**config.mk**
```make
export PLATFORM = sky130hd
export DESIGN_NAME = wire_ops_tester
export DESIGN_NICKNAME = d
export VERILOG_FILES = /design/src/rtl/wire_ops_pkg.sv /design/src/rtl/wire_ops_lfsr16.sv /design/src/rtl/wire_ops_tester.sv
export SDC_FILE = /design/constraint.sdc
export NUM_CORES = 1
export LEC_CHECK = 0
export BUFFER_PORTS_ARGS = -buffer_cell sky130_fd_sc_hd__buf_4
export CAP_MARGIN = 10
export CORE_MARGIN = 8
export CORE_UTILIZATION = 40
export CTS_BUF_LIST = sky130_fd_sc_hd__clkbuf_4 sky130_fd_sc_hd__clkbuf_8 sky130_fd_sc_hd__clkbuf_16
export DETAILED_ROUTE_END_ITERATION = 12
export HOLD_SLACK_MARGIN = 0.03
export PLACE_DENSITY_LB_ADDON = 0.2
export SYNTH_ARGS = -nofsm -noshare
export SYNTH_HDL_FRONTEND = slang
export SYNTH_SLANG_ARGS = --single-unit
```
**constraint.sdc**
```tcl
create_clock -name sys_clk -period 6 [get_ports sys_clk]
set_input_delay 1.2 -clock sys_clk [delete_from_list [all_inputs] [get_ports sys_clk]]
set_output_delay 1.2 -clock sys_clk [all_outputs]
set_load 0.01 [all_outputs]
```
**src/rtl/wire_ops_pkg.sv**
```systemverilog
// Shared types, LFSR constants and the WireOps reference result for the wire_ops tester.
// The polynomial mask is x^16+x^14+x^13+x^11+1 for a right-shifting Galois LFSR.
package wire_ops_pkg;

    typedef enum logic [1:0] {
        ST_IDLE  = 2'd0,
        ST_RUN   = 2'd1,
        ST_DRAIN = 2'd2,
        ST_DONE  = 2'd3
    } state_t;

    localparam logic [15:0] LFSR_MASK         = 16'hB400;
    localparam logic [15:0] LFSR_DEFAULT_SEED = 16'hACE1;

    function automatic logic [15:0] lfsr_step(input logic [15:0] s);
        return (s >> 1) ^ (s[0] ? LFSR_MASK : 16'h0000);
    endfunction

    function automatic logic [7:0] wire_ops_ref(input logic [7:0] a, input logic [7:0] b,
                                                input logic sel);
        return sel ? (a & b) : (a ^ b);
    endfunction

endpackage

```
**src/rtl/wire_ops_lfsr16.sv**
```systemverilog
// 16-bit Galois LFSR: load has priority over advance; state updates one cycle after request.
// No backpressure; the caller decides when to advance.
module wire_ops_lfsr16
    import wire_ops_pkg::*;
#(
    parameter logic [15:0] SEED = LFSR_DEFAULT_SEED
) (
    input  logic        sys_clk,
    input  logic        sys_rst,
    input  logic        load,
    input  logic        advance,
    output logic [15:0] state_o
);

    localparam logic [15:0] SEED_EFF = (SEED == 16'h0000) ? LFSR_DEFAULT_SEED : SEED;

    logic [15:0] lfsr_q;
    logic [15:0] lfsr_d;

    always_comb begin
        lfsr_d = lfsr_q;
        if (load) begin
            lfsr_d = SEED_EFF;
        end else if (advance) begin
            lfsr_d = lfsr_step(lfsr_q);
        end
    end

    always_ff @(posedge sys_clk or posedge sys_rst) begin
        if (sys_rst) begin
            lfsr_q <= SEED_EFF;
        end else begin
            lfsr_q <= lfsr_d;
        end
    end

    assign state_o = lfsr_q;

endmodule

```
**src/rtl/wire_ops_tester.sv**
```systemverilog
// Drives LFSR vectors into a registered WireOps DUT and checks y_i LAT cycles later.
// One vector per RUN cycle, no stalls; start is ignored while busy.
module wire_ops_tester
    import wire_ops_pkg::*;
#(
    parameter int          WIDTH = 8,
    parameter int          LAT   = 1,
    parameter logic [15:0] SEED  = 16'hACE1
) (
    input  logic             sys_clk,
    input  logic             sys_rst,
    input  logic             start,
    input  logic [15:0]      num_vec,
    output logic [WIDTH-1:0] a_o,
    output logic [WIDTH-1:0] b_o,
    output logic             sel_o,
    input  logic [WIDTH-1:0] y_i,
    output logic             busy,
    output logic             done,
    output logic             pass,
    output logic [15:0]      err_count,
    output logic [15:0]      vec_count
);

    localparam logic [15:0] SEED_EFF = (SEED == 16'h0000) ? LFSR_DEFAULT_SEED : SEED;

    state_t           state_q, state_d;
    logic [15:0]      rem_q, rem_d;
    logic [1:0]       drain_q, drain_d;
    logic [WIDTH-1:0] a_q, a_d, b_q, b_d;
    logic             sel_q, sel_d;
    logic             busy_q, busy_d, done_q, done_d, pass_q, pass_d;
    logic [15:0]      err_q, err_d, vec_q, vec_d;
    logic [WIDTH-1:0] exp_q [LAT];
    logic [WIDTH-1:0] exp_d [LAT];
    logic [LAT-1:0]   vld_q, vld_d;

    logic             lfsr_load, lfsr_adv;
    logic [15:0]      lfsr_state, lfsr_nxt;
    logic [7:0]       ref_full;

    wire_ops_lfsr16 #(.SEED(SEED_EFF)) u_lfsr (
        .sys_clk (sys_clk),
        .sys_rst (sys_rst),
        .load    (lfsr_load),
        .advance (lfsr_adv),
        .state_o (lfsr_state)
    );

    always_comb begin
        state_d   = state_q;
        rem_d     = rem_q;
        drain_d   = drain_q;
        a_d       = '0;
        b_d       = '0;
        sel_d     = 1'b0;
        err_d     = err_q;
        vec_d     = vec_q;
        lfsr_load = 1'b0;
        lfsr_adv  = 1'b0;
        lfsr_nxt  = lfsr_step(lfsr_state);

        // Expected value follows the vector currently on a_o/b_o/sel_o.
        ref_full = wire_ops_ref(8'(a_q), 8'(b_q), sel_q);
        exp_d[0] = ref_full[WIDTH-1:0];
        vld_d[0] = (state_q == ST_RUN);
        for (int i = 1; i < LAT; i++) begin
            exp_d[i] = exp_q[i-1];
            vld_d[i] = vld_q[i-1];
        end

        if (vld_q[LAT-1] && (y_i != exp_q[LAT-1]) && (err_q != 16'hFFFF)) begin
            err_d = err_q + 16'd1;
        end

        case (state_q)
            ST_IDLE, ST_DONE: begin
                if (start) begin
                    err_d = 16'h0000;
                    vec_d = 16'h0000;
                    if (num_vec != 16'h0000) begin
                        state_d   = ST_RUN;
                        rem_d     = num_vec;
                        lfsr_load = 1'b1;
                        a_d       = SEED_EFF[WIDTH-1:0];
                        b_d       = SEED_EFF[8 +: WIDTH];
                        sel_d     = SEED_EFF[15];
                    end else begin
                        state_d = ST_DONE;
                    end
                end
            end
            ST_RUN: begin
                if (vec_q != 16'hFFFF) begin
                    vec_d = vec_q + 16'd1;
                end
                if (rem_q == 16'd1) begin
                    state_d = ST_DRAIN;
                    drain_d = 2'(LAT - 1);
                end else begin
                    rem_d    = rem_q - 16'd1;
                    lfsr_adv = 1'b1;
                    a_d      = lfsr_nxt[WIDTH-1:0];
                    b_d      = lfsr_nxt[8 +: WIDTH];
                    sel_d    = lfsr_nxt[15];
                end
            end
            ST_DRAIN: begin
                if (drain_q == 2'd0) begin
                    state_d = ST_DONE;
                end else begin
                    drain_d = drain_q - 2'd1;
                end
            end
            default: state_d = ST_IDLE;
        endcase

        busy_d = (state_d == ST_RUN) || (state_d == ST_DRAIN);
        done_d = (state_d == ST_DONE);
        pass_d = (state_d == ST_DONE) && (err_d == 16'h0000);
    end

    always_ff @(posedge sys_clk or posedge sys_rst) begin
        if (sys_rst) begin
            state_q <= ST_IDLE;
            rem_q   <= 16'h0000;
            drain_q <= 2'd0;
            a_q     <= '0;
            b_q     <= '0;
            sel_q   <= 1'b0;
            busy_q  <= 1'b0;
            done_q  <= 1'b0;
            pass_q  <= 1'b0;
            err_q   <= 16'h0000;
            vec_q   <= 16'h0000;
            vld_q   <= '0;
            for (int i = 0; i < LAT; i++) begin
                exp_q[i] <= '0;
            end
        end else begin
            state_q <= state_d;
            rem_q   <= rem_d;
            drain_q <= drain_d;
            a_q     <= a_d;
            b_q     <= b_d;
            sel_q   <= sel_d;
            busy_q  <= busy_d;
            done_q  <= done_d;
            pass_q  <= pass_d;
            err_q   <= err_d;
            vec_q   <= vec_d;
            vld_q   <= vld_d;
            for (int i = 0; i < LAT; i++) begin
                exp_q[i] <= exp_d[i];
            end
        end
    end

    assign a_o       = a_q;
    assign b_o       = b_q;
    assign sel_o     = sel_q;
    assign busy      = busy_q;
    assign done      = done_q;
    assign pass      = pass_q;
    assign err_count = err_q;
    assign vec_count = vec_q;

endmodule

```
Yosys cells after proc, flatten, opt, wreduce, memory -nomap -nowiden
Cells that the tools add are included.
Cells by class
  $add $sub $neg: 4
  multiply operators: 0
  divide/modulo/power cells: 0
  magnitude comparators: 0
  equal/unequal tests: 16
  shifts and indexed selects: 0
  muxes and demuxes: 37
  bitwise gates (word level): 3
  reduce and logical (&&, ||, !) cells: 15
Operator list (count)
  2-to-1 mux 16 bit: 11
  case mux 16 bit (2 select lines): 2
  2-to-1 mux 8 bit: 7
  adder 16 x 1 -> 16 bit, second input constant: 2
  != test 16 bit, second input constant: 2
  case mux 8 bit (2 select lines): 2
  equality test 16 x 1 -> 1 bit, second input constant: 1
  logical NOT 16 bit: 1
  nonzero test 16 bit: 1
  subtractor 16 x 1 -> 16 bit, second input constant: 1
  bitwise XOR 15 x 16 -> 16 bit: 1
  2-to-1 mux 2 bit: 6
  bitwise AND 8 bit: 1
  equality test 2 bit, second input constant: 4
  != test 2 bit, second input constant: 4
  != test 8 bit: 1
  bitwise XOR 8 bit: 1
  2-to-1 mux 1 bit: 6
  case mux 2 bit (3 select lines): 1
  AND reduction 3 bit: 2
  nonzero test 2 bit: 3
  equality test 2 x 1 -> 1 bit, second input constant: 2
  logical NOT 2 bit: 2
  != test 2 x 1 -> 1 bit, second input constant: 2
  7 further kinds: 9
Word-level totals
  bits in registers: 97
  latch bits: 0
  bits in writable memories: 0
  ROM bits: 0
  input bits: 27
  output and inout port bits: 52
  word-level logic and storage cells: 89
  memories kept: 0

Longest topological paths before layout
  word-level depth: 8
  depth in mapped cells: 12
  depth with buffers taken out: 12

Cells and area by module
A second synthesis with hierarchy kept.
Second synthesis, totals
  cell total of the unflattened synthesis: 526
  area total of the unflattened synthesis: 5205.0 µm²
By module, submodules not included
  wire_ops_tester: times used 1, cells each 469, area an instance 4474.3 µm², seq. area each 2001.9 µm²
  wire_ops_lfsr16: times used 1, cells each 57, area an instance 730.7 µm², seq. area each 410.4 µm²

Worst setup path before layout
Ideal clock, no wire load.
  path type: input port to flip-flop
  from: input port y_i[7]
  to: register pass_q (netlist: pass)
  library setup time: 100 ps
  data arrival time: 3006 ps
  required time: 5900 ps
  setup slack: 2894 ps
  stages: 8
  buffers on the path: 1
  path through: xor2_1 nor4_2 a21boi_1 and2_1 clkbuf_1 or3_1 a2111oi_0 nor4bb_1
Between the ends
  longest elaborated chain between the ends: 8
Ends and longest elaborated chain
  start, declared: line wire_ops_tester.sv:17  | input logic [WIDTH-1:0] y_i,
  != test 8 bit (*): line wire_ops_tester.sv:72  | if (vld_q[LAT-1] && (y_i != exp_q[LAT-1]) && (err_q != 16'hFFFF)) begin
  logical AND 1 bit (*) (2 in a row): line wire_ops_tester.sv:72
  2-to-1 mux 16 bit (*): line wire_ops_tester.sv:72
  2-to-1 mux 16 bit: line wire_ops_tester.sv:78  | if (start) begin
  2-to-1 mux 16 bit (*): line wire_ops_tester.sv:76  | case (state_q)
  logical NOT 16 bit (*): line wire_ops_tester.sv:120  | pass_d = (state_d == ST_DONE) && (err_d == 16'h0000);
  logical AND 1 bit (*): line wire_ops_tester.sv:120
  net pass_d: line wire_ops_tester.sv:32  | logic busy_q, busy_d, done_q, done_d, pass_q, pass_d;
  end signal, assigned: line wire_ops_tester.sv:149  | pass_q <= pass_d;
  end, declared: line wire_ops_tester.sv:32
Mark *: on every way through the listed nets, which the timed path passes. The rest lies on a longest branch.
A chain may end at the register's enable or synchronous reset.

Worst setup path in the final report
  from: input port y_i[1]
  to: register pass_q (netlist: pass)
Between the ends
  longest elaborated chain between the ends: 8
Ends and longest elaborated chain
  != test 8 bit (*): line wire_ops_tester.sv:72
  logical AND 1 bit (*) (2 in a row): line wire_ops_tester.sv:72
  2-to-1 mux 16 bit (*): line wire_ops_tester.sv:72
  2-to-1 mux 16 bit: line wire_ops_tester.sv:78
  2-to-1 mux 16 bit (*): line wire_ops_tester.sv:76
  net err_d[15]: line wire_ops_tester.sv:33  | logic [15:0] err_q, err_d, vec_q, vec_d;
  logical NOT 16 bit (*): line wire_ops_tester.sv:120
  logical AND 1 bit (*): line wire_ops_tester.sv:120
  net pass_d: line wire_ops_tester.sv:32
Marks and branches as above.

==> reports/metrics.cfg <==
[floorplanning]
fp.dieW_um=129
ios=79
start_util=0.406
dieArea_um2=16600
rows=41
die_h_um=129
placeableCoreArea_um2=12500

[grt]
grtUsageTotal=0.160
first_global_vias=4294
grt_max_degree=52
antenna_found_initial=0
grt_pass1_wl_um=21300
grt.overflow.total=0

[sta]
final_max_slew_viol_count=0
finalCritPeriodShare=0.570
fin_hold_ws_ns=0.432
hold_violations=0
finalSetupTns_ns=0
fin_skew_ns=0.00444
fmax_mhz=292
rsz0062_at_grt=false
slew_headroom=0.158
setup_viol=0
min_period_ns=3.42
tightest_slew_ns=1.26

[clocking]
cts.repair.resized=0
clk_pin_slew_ns=0.07
clockRootBuffer=clkbuf_16
cts.sinks=96
clock_path_buffers=2
cts-hold-fix-buffers=0
htree_num_levels=3
cts_buffers=9
clock_latency_ns=0.35
cts_setup_buffers=0
tritoncts=done

[setup_path]
start_kind=input port
crit_slowest_cell=a21boi_1
crit_buf_inv=1
cp.required_ns=6.25
crit_chain=buf_4 > xor2_1 > nor4_2 > a21boi_1 > and4_1 > a311oi_1 > a2111oi_0 > nor4bb_1
cp_data_arrival_time_ns=3.67
worst_path_largest_cell_delay_ns=0.90
cp_top_family=compound AO/OA/AOI/OAI gates
critical_path.max_fanout=17
worstSetupPathType=in2reg
end_kind=flip-flop

[synth]
ys.warnings.count=0
synth_cell_types=63
postSynthNetCount=587
muxShareOfSynthArea=0.0259
synth_seq_area_share=0.475
synth_area_per_cell_um2=9.33
synth_top_family_by_area=simple AND/OR/NAND/NOR gates
synth-async-reset-ratio=1.00
synth_ff_type=dfrtp_1
synth-compound-area-share=0.152
synth_cells=544
yosys.area_share.simple=0.220
synth-adder-area-share=0.0394
syn-cell-area_um2=5080
synth_seq_cells=96
synth_edf_count=0
synth_xor_area_frac=0.0466

[pwr]
peakVddDrop_mv=0.209
pwr-share-comb=0.401
clkPwrFrac=0.223
seq_power_share=0.376
p_leak_nw=2.78
p_switching_w=0.00112
p_int_w=0.00170
switching_share=0.398
p_per_area_nw_per_um2=463

[route]
post-route-drc-count=0
drt_pass1_iterations=4
routedWlPerCell_um=16.4
ant_nets=0
vias=4265
drt_iter0_markers=352
via_per_inst=5.46
finalWirelength_um=12800

[final_layout]
final_area_um2=6090
antennaDiodeCount=0
fill_cells=1231
nets=647
drive_gt1_frac=0.217
synthToLayoutAreaGrowth_pct=20.0

[outcome]
outcome=complete, no violations

[min_path]
worstHoldPathType=reg2reg

[placement]
placed_area_um2=5770
dp_hpwl_um=9180
gp_congestion=0.852
port-buffer-count=78

[flow_run]
max_cap_viol_count=0

path summary, 6_finish.rpt:
kind	startpoint	end	slack, ns	depth (start not counted)
max in group asynchronous	sys_rst	u_lfsr.state_o[7]$_DFFE_PP1P_	3.88	3
worst max register to register	rem_q[10]$_DFFE_PP0P_	pass$_DFF_PP0_	2.79	9
worst min-delay path	a_o[7]$_DFF_PP0_	exp_q[7]$_DFF_PP0_	0.43	0
worst max-delay path	y_i[1]	pass$_DFF_PP0_	2.58	8
worst min register to register	a_o[7]$_DFF_PP0_	exp_q[7]$_DFF_PP0_	0.43	0
min in group asynchronous	sys_rst	err_count[8]$_DFF_PP0_	1.03	2
final cells by class:
type                       instances  area (um^2)  area share
inverter                          18         68.8      0.0113
multi-input combinational        398         2460       0.404
clock inverter                     5         80.1      0.0131
tap                              172          215      0.0353
sequential                        96         2410       0.396
timing repair buffer              81          608      0.0998
clock buffer                      11          246      0.0405
registers in the layout, indices dropped and copies added (netlist names):
signal,count
state_q,2
a_o,8
vld_q,1
u_lfsr.state_o,16
err_count,16
done,1
rem_q,16
vec_count,16
pass,1
drain_q,2
exp_q,8
b_o,8
busy,1
kinds of logic (layout without fill, tap and decap cells):
| family | count (synthesis) | after routing |
|---|---|---|
| AOI/OAI and AO/OA | 123 | 123 |
| DFF | 96 | 96 |
| and+or+nand+nor | 220 | 220 |
| adders and majority gates | 16 | 16 |
| muxes | 12 | 12 |
| xor gates and xnor gates | 27 | 27 |
| buffers and inverters | 50 | 115 |
cell usage in the layout, fill, tap and decap left out, types with 9 or more instances in the layout:
master     netlist  final
inv_1           18     17
nor3_1          16     16
a21oi_1         46     46
o21ai_0         26     26
nand3_1         17     17
ha_1            16     16
nand2_1         75     75
xor2_1          19     19
buf_4            3     81
nor2_1          45     45
clkbuf_16        0      9
mux2_2           9      9
dfrtp_1         88     88
and2_1          11     11
Yosys cell counts (all sizes together), types with 11 or more instances:
| library cell | instances | share of area |
|---|---|---|
| inv | 18 | 0.013 |
| nand2 | 75 | 0.055 |
| a21oi | 46 | 0.045 |
| buf | 12 | 0.013 |
| clkbuf | 20 | 0.015 |
| xor2 | 19 | 0.033 |
| o21ai | 28 | 0.029 |
| and2 | 11 | 0.014 |
| dfrtp | 88 | 0.43 |
| ha | 16 | 0.039 |
| nand3 | 17 | 0.017 |
| nor3 | 16 | 0.016 |
| nor2 | 46 | 0.035 |
through the flow:
step                      instances   util  worst slack (ns)  power, W
after floorplan                 544      -              2.31   0.00186
after global placement          765  0.461              2.31   0.00217
after detailed placement        765  0.461              2.24   0.00221
after CTS                       781  0.487              2.59   0.00285
after global routing            781  0.487              2.28   0.00304
final                           781  0.487              2.58   0.00282
power by group through the flow:
stage | clock network, W | logic (W) | registers, W
3_3_place_gp | 0 | 0.00111 | 0.00106
3_5_place_dp | 0 | 0.00114 | 0.00107
6_report | 0.000628 | 0.00113 | 0.00106
2_1_floorplan | 0 | 0.000837 | 0.00103
5_1_grt | 0.000668 | 0.00129 | 0.00109
4_1_cts | 0.000644 | 0.00115 | 0.00106
per-layer routing:
layer	GRT usage	share of wire
met1	0.199	0.44
met4	0.0788	0.023
met5	0	0
met2	0.266	0.49
met3	0.0252	0.041
Note: power is estimated with default switching activity, not from simulation.
